==> src/rtl/irq_arbiter.sv <==
// Interrupt arbiter: edge-detects sources into PEND, masks and picks a winner, and runs the
// CPU Ireq/Iack handshake. Define IRQ_ROUND_ROBIN_EN to rotate priority after each service.
module irq_arbiter #(
  parameter int N_SRC = 8,
  parameter int ID_W  = 3
) (
  input  logic             clk,
  input  logic             reset,
  input  logic [N_SRC-1:0] irq_in,
  output logic             Ireq,
  input  logic             Iack,
  input  logic             sel,
  input  logic             mem_w,
  input  logic [1:0]       addr,
  input  logic [31:0]      data_in,
  output logic [31:0]      data_out,
  output logic             active
);

  typedef enum logic [1:0] {IDLE, REQ, SERVICE} state_e;

  state_e           state_q, state_d;
  logic [N_SRC-1:0] irq_prev_q, pend_q, pend_d, mask_q, mask_d;
  logic             ireq_q, ireq_d, active_q, active_d;
  logic             cause_vld_q, cause_vld_d, cause_spur_q, cause_spur_d;
  logic [ID_W-1:0]  cause_id_q, cause_id_d;
  logic [N_SRC-1:0] rise, eligible, win_oh, pend_clr;
  logic [ID_W-1:0]  win_id;
  logic             any_elig, wr_en, pend_wr, mask_wr, eoi_wr, ack_take, eoi_take;
  logic             unused_data;

  assign rise        = irq_in & ~irq_prev_q;
  assign eligible    = pend_q & mask_q;
  assign any_elig    = |eligible;
  assign wr_en       = sel & mem_w;
  assign pend_wr     = wr_en && (addr == 2'd0);
  assign mask_wr     = wr_en && (addr == 2'd1);
  assign eoi_wr      = wr_en && (addr == 2'd3);
  assign unused_data = ^data_in[31:N_SRC];

`ifdef IRQ_ROUND_ROBIN_EN
  logic [ID_W-1:0] last_id_q, last_id_d;

  // Scan downward so the index closest after last_id is the final (winning) assignment.
  always_comb begin
    int idx;
    idx    = 0;
    win_id = '0;
    win_oh = '0;
    for (int k = N_SRC; k >= 1; k--) begin
      idx = (int'(last_id_q) + k) % N_SRC;
      if (eligible[idx]) begin
        win_id      = ID_W'(idx);
        win_oh      = '0;
        win_oh[idx] = 1'b1;
      end
    end
  end

  assign last_id_d = (ack_take && any_elig) ? win_id : last_id_q;

  always_ff @(posedge clk) begin
    if (reset) last_id_q <= '0;
    else       last_id_q <= last_id_d;
  end
`else
  always_comb begin
    win_id = '0;
    win_oh = '0;
    for (int i = N_SRC - 1; i >= 0; i--) begin
      if (eligible[i]) begin
        win_id    = ID_W'(i);
        win_oh    = '0;
        win_oh[i] = 1'b1;
      end
    end
  end
`endif

  always_ff @(posedge clk) begin
    if (reset) state_q <= IDLE;
    else       state_q <= state_d;
  end

  always_comb begin
    state_d = state_q;
    case (state_q)
      IDLE:    if (any_elig) state_d = REQ;
      REQ: begin
        if (Iack)           state_d = SERVICE;
        else if (!any_elig) state_d = IDLE;
      end
      SERVICE: if (eoi_wr) state_d = IDLE;
      default: state_d = IDLE;
    endcase
  end

  always_comb begin
    ack_take     = (state_q == REQ) && Iack;
    eoi_take     = (state_q == SERVICE) && eoi_wr;
    ireq_d       = (state_d == REQ);
    active_d     = active_q;
    cause_vld_d  = cause_vld_q;
    cause_spur_d = cause_spur_q;
    cause_id_d   = cause_id_q;
    if (ack_take) begin
      active_d     = 1'b1;
      cause_vld_d  = 1'b1;
      cause_spur_d = !any_elig;
      cause_id_d   = any_elig ? win_id : '0;
    end else if (eoi_take) begin
      active_d    = 1'b0;
      cause_vld_d = 1'b0;
    end
    // Iack works on pre-write PEND; a same-cycle rising edge beats any clear.
    pend_clr = pend_wr ? data_in[N_SRC-1:0] : '0;
    if (ack_take) pend_clr = pend_clr | win_oh;
    pend_d = (pend_q & ~pend_clr) | rise;
    mask_d = mask_wr ? data_in[N_SRC-1:0] : mask_q;
  end

  always_ff @(posedge clk) begin
    if (reset) begin
      irq_prev_q   <= '0;
      pend_q       <= '0;
      mask_q       <= '0;
      ireq_q       <= 1'b0;
      active_q     <= 1'b0;
      cause_vld_q  <= 1'b0;
      cause_spur_q <= 1'b0;
      cause_id_q   <= '0;
    end else begin
      irq_prev_q   <= irq_in;
      pend_q       <= pend_d;
      mask_q       <= mask_d;
      ireq_q       <= ireq_d;
      active_q     <= active_d;
      cause_vld_q  <= cause_vld_d;
      cause_spur_q <= cause_spur_d;
      cause_id_q   <= cause_id_d;
    end
  end

  always_comb begin
    data_out = '0;
    case (addr)
      2'd0:    data_out = {{(32-N_SRC){1'b0}}, pend_q};
      2'd1:    data_out = {{(32-N_SRC){1'b0}}, mask_q};
      2'd2:    data_out = {cause_vld_q, cause_spur_q, {(30-ID_W){1'b0}}, cause_id_q};
      default: data_out = '0;
    endcase
  end

  assign Ireq   = ireq_q;
  assign active = active_q;

endmodule
==> config.mk <==
export PLATFORM = sky130hd
export DESIGN_NAME = irq_arbiter
export DESIGN_NICKNAME = d
export VERILOG_FILES = /design/src/rtl/irq_arbiter.sv
export SDC_FILE = /design/constraint.sdc
export NUM_CORES = 1
export LEC_CHECK = 0
export CORE_MARGIN = 8
export CORE_UTILIZATION = 40
export CTS_CLUSTER_DIAMETER = 150
export DETAILED_ROUTE_END_ITERATION = 16
export PLACE_DENSITY = 0.84
export SLEW_MARGIN = 20
export SYNTH_ARGS = -nofsm -noshare
export SYNTH_HDL_FRONTEND = slang
export SYNTH_SLANG_ARGS = --single-unit
==> constraint.sdc <==
create_clock -name clk -period 2 [get_ports clk]
set_clock_uncertainty 0.15 [all_clocks]
set_input_delay 0.4 -clock clk [delete_from_list [all_inputs] [get_ports clk]]
set_output_delay 0.4 -clock clk [all_outputs]
set_load 0.02 [all_outputs]
==> run_results.csv <==
group,metric,value,unit
synthesis,netlist_area,1630,sq um
pwr,power.share.switching,25.3,%
detailed_routing,vias,1498,
pwr,p_int,1.14,mW
synthesis,yosysTopAreaCellShare,39.3,%
worst_setup_path,worstSetupPathType,"in -> out",
detailed_routing,via_per_inst,5.08,
sta,fmax,519,MHz
worst_setup_path,critPathLaunch,"addr[1]",
worst_setup_path,endpoint,"data_out[31]",
cts,clock_sinks,32,
cts,path_clk_slew,60,ps
worst_setup_path,worst_r2r_endpoint,"pend_q[7]",
detailed_routing,ant_nets,0,
place,gp_congestion,0.927,
synthesis,postSynthCellCount,195,
worst_setup_path,crit_path_end_kind,"output port",
detailed_routing,wirelength,4160,um
pwr,clock_power_share,39.7,%
cts,cts_made_buffers,5,
synthesis,yosysSeqAreaShare,39.3,%
pwr,seqPwrFrac,45.5,%
worst_setup_path,r2r_slack,230,ps
final_layout,nets,291,
sta,fin_crit_sh,96.3,%
place,io_buffers,34,
synthesis,async_flop_share,0,%
cts,hold_buffers,0,
floorplanning,pin_count,81,
global_routing,antenna_found_initial,0,
synthesis,synth_cell_types,37,
job,drv_cap,0,
floorplanning,fp.dieW,79.9,um
floorplanning,die_area,6380,sq um
sta,rsz0062_at_grt,"false",
final_layout,nFillCells,373,
synthesis,ys_seq_elements,32,
pwr,ir_drop,0.299,mV
worst_setup_path,slowest_stage,"dlygate4sd2_1",
pwr,p_comb_share,14.8,%
pwr,power.total,1.53,mW
sta,drv_slew,0,
sta,post-route-min-period,1930,ps
global_routing,grt_pass1_wl,6570,um
global_routing,gr-total-overflow,0,
global_routing,grt_start_max_net_pins,14,
worst_setup_path,worstPathRequired,1450,ps
detailed_routing,drt-wirelength-per-cell,14.1,um
floorplanning,start_util,41.1,%
sta,finalSetupViolCount,0,
pwr,p_per_area,709,nW/um^2
place,placedCellCount,287,
pwr,power.switching,0.387,mW
worst_setup_path,cpPeakStageDelay,330,ps
global_routing,grt_pass1_vias,1457,
worst_setup_path,worst_setup_path_start_kind,"input port",
synthesis,yosys_warnings,0,
worst_setup_path,arrival,1380,ps
detailed_routing,drc,0,
cts,cts_tree,"built",
status,run_status,"completed",
cts,htreeDepth,2,
final_layout,areaGrowthSynthToFinish,32.1,%
global_routing,grt_usage,13.2,%
final_layout,diodes,0,
floorplanning,core-area,3970,sq um
hold_path,timing.hold.worst.class,"reg -> reg",
floorplanning,die_height,79.9,um
worst_setup_path,reg2regPathDepth,5,
cts,clk_path_buf_depth,2,
place,dpl.hpwl,3250,um
sta,hold_violations,0,
worst_setup_path,timing.rr.start,"pend_q[3]",
cts,cts_resized,35,
synthesis,yosys.area.top_type,"dfxtp_1",
worst_setup_path,path_delay_family,"buffers and inverters",
pwr,leakagePower,0.925,nW
synthesis,synth_ff_type,"dfxtp_1",
synthesis,synth.area.top_cells,"dfxtp_1 39%, buf_4 11%, nand2_1 9.4%",
worst_setup_path,path_depth,4,
detailed_routing,drt_first_iter_violations,144,
cts,post_cts.repair.setup_buffers,0,
detailed_routing,first_pass_iters,4,
final_layout,fin_cells,295,
floorplanning,row_count,23,
final_layout,drive_gt1_share,15.5,%
cts,clock_latency,300,ps
cts,cts_root_buf,"clkbuf_8",
synthesis,synth-edff-count,0,
worst_setup_path,crit_path_max_fanout,9,
worst_setup_path,worstPathCellList,"clkdlybuf4s15_2 -> buf_4 -> and3b_1 -> dlygate4sd2_1",
worst_setup_path,crit_buf_inv,3,
synthesis,avgSynthCellArea,8.37,sq um
## through the flow
step	setup TNS [ps]	hold WS, ps	instance area, sq um	utilization (%)	worst slack [ps]
2_1_floorplan	0	249	1710	-	157
3_3_place_gp	-7250	251	2030	51.1	-567
3_5_place_dp	-8220	263	2030	51.1	-629
4_1_cts	0	272	2150	54.3	74.3
5_1_grt	0	290	2150	54.3	34.0
6_report	0	270	2150	54.3	73.5
## synth_stat cells (all sizes together), types with 2 or more instances
cell type  instances
mux2i              8
nand3              7
a22oi              4
a21oi             12
nor2               6
clkbuf             3
nand2             41
a2111oi            2
nand4              3
o2111ai            2
a41o               3
inv                6
o21ai              8
dfxtp             32
and3b              3
nor2b             10
and3               2
buf               27
nand2b             2
## how the worst min path moves through the flow
stage,start,to,depth (start not counted)
detailed placement,irq_prev_q[5],pend_q[5],1
global placement,irq_prev_q[2],pend_q[2],1
finish,irq_prev_q[5],pend_q[5],1
global route,irq_prev_q[5],pend_q[5],1
floorplan,irq_prev_q[2],pend_q[2],1
CTS,irq_prev_q[5],pend_q[5],1
## layout make-up
| type | count | area [sq um] | area share, % |
|---|---|---|---|
| Sequential cell | 32 | 641 | 29.7 |
| Clock inverter | 2 | 35.0 | 1.63 |
| Timing Repair Buffer | 51 | 478 | 22.2 |
| Inverter | 6 | 22.5 | 1.05 |
| Multi-Input combinational cell | 148 | 843 | 39.1 |
| Tap cell | 50 | 62.6 | 2.90 |
| Clock buffer | 6 | 72.6 | 3.37 |
## per-layer routing
| metal | vias to the layer above | share of wire [%] | global-route usage [%] |
|---|---|---|---|
| li1 | 742 | - | - |
| met1 | 684 | 40 | 14.3 |
| met2 | 61 | 46 | 21.8 |
| met3 | 11 | 11 | 4.50 |
| met4 | 0 | 2.2 | 8.18 |
| met5 | - | 0 | 0 |
## flip-flops by register name (all words and copies together) (netlist names)
register and cells:
Ireq 1, cause_id_q 3, cause_vld_q 1, pend_q 8
irq_prev_q 8, mask_q 8, cause_spur_q 1, state_q 2
## power groups by stage
stage | combinational [mW] | sequential (mW) | clock, mW
6_report | 0.227 | 0.695 | 0.606
3_5_place_dp | 0.225 | 0.709 | 0
2_1_floorplan | 0.155 | 0.705 | 0
4_1_cts | 0.225 | 0.695 | 0.612
3_3_place_gp | 0.222 | 0.708 | 0
5_1_grt | 0.245 | 0.698 | 0.643
## cells in the final DEF, fill, tap and decap left out, types with 2 or more instances in the layout
master / count
nand3_1: 7
nand4_1: 3
inv_1: 6
a22oi_1: 4
nor2b_1: 9
clkdlybuf4s50_1: 22
o2111ai_1: 2
a21oi_1: 12
dlygate4sd2_1: 3
a2111oi_0: 2
clkdlybuf4s15_2: 8
o21ai_0: 8
a41o_1: 3
nor2_1: 6
dfxtp_1: 32
mux2i_1: 8
buf_4: 16
clkbuf_8: 5
conb_1: 22
nand2b_1: 2
nand2_1: 41
and3b_1: 3
## cells by family (layout without fill, tap and decap cells)
logic type | Yosys count | count (layout) | synth area share, %
and+or+nand+nor | 77 | 77 | 23.6
AOI/OAI and AO/OA | 41 | 41 | 17.6
buffers and inverters | 36 | 65 | 14.3
DFF | 32 | 32 | 39.3
muxes | 8 | 8 | 4.91
other | 1 | 22 | 0.230
Note: power is estimated with default switching activity, not from simulation.
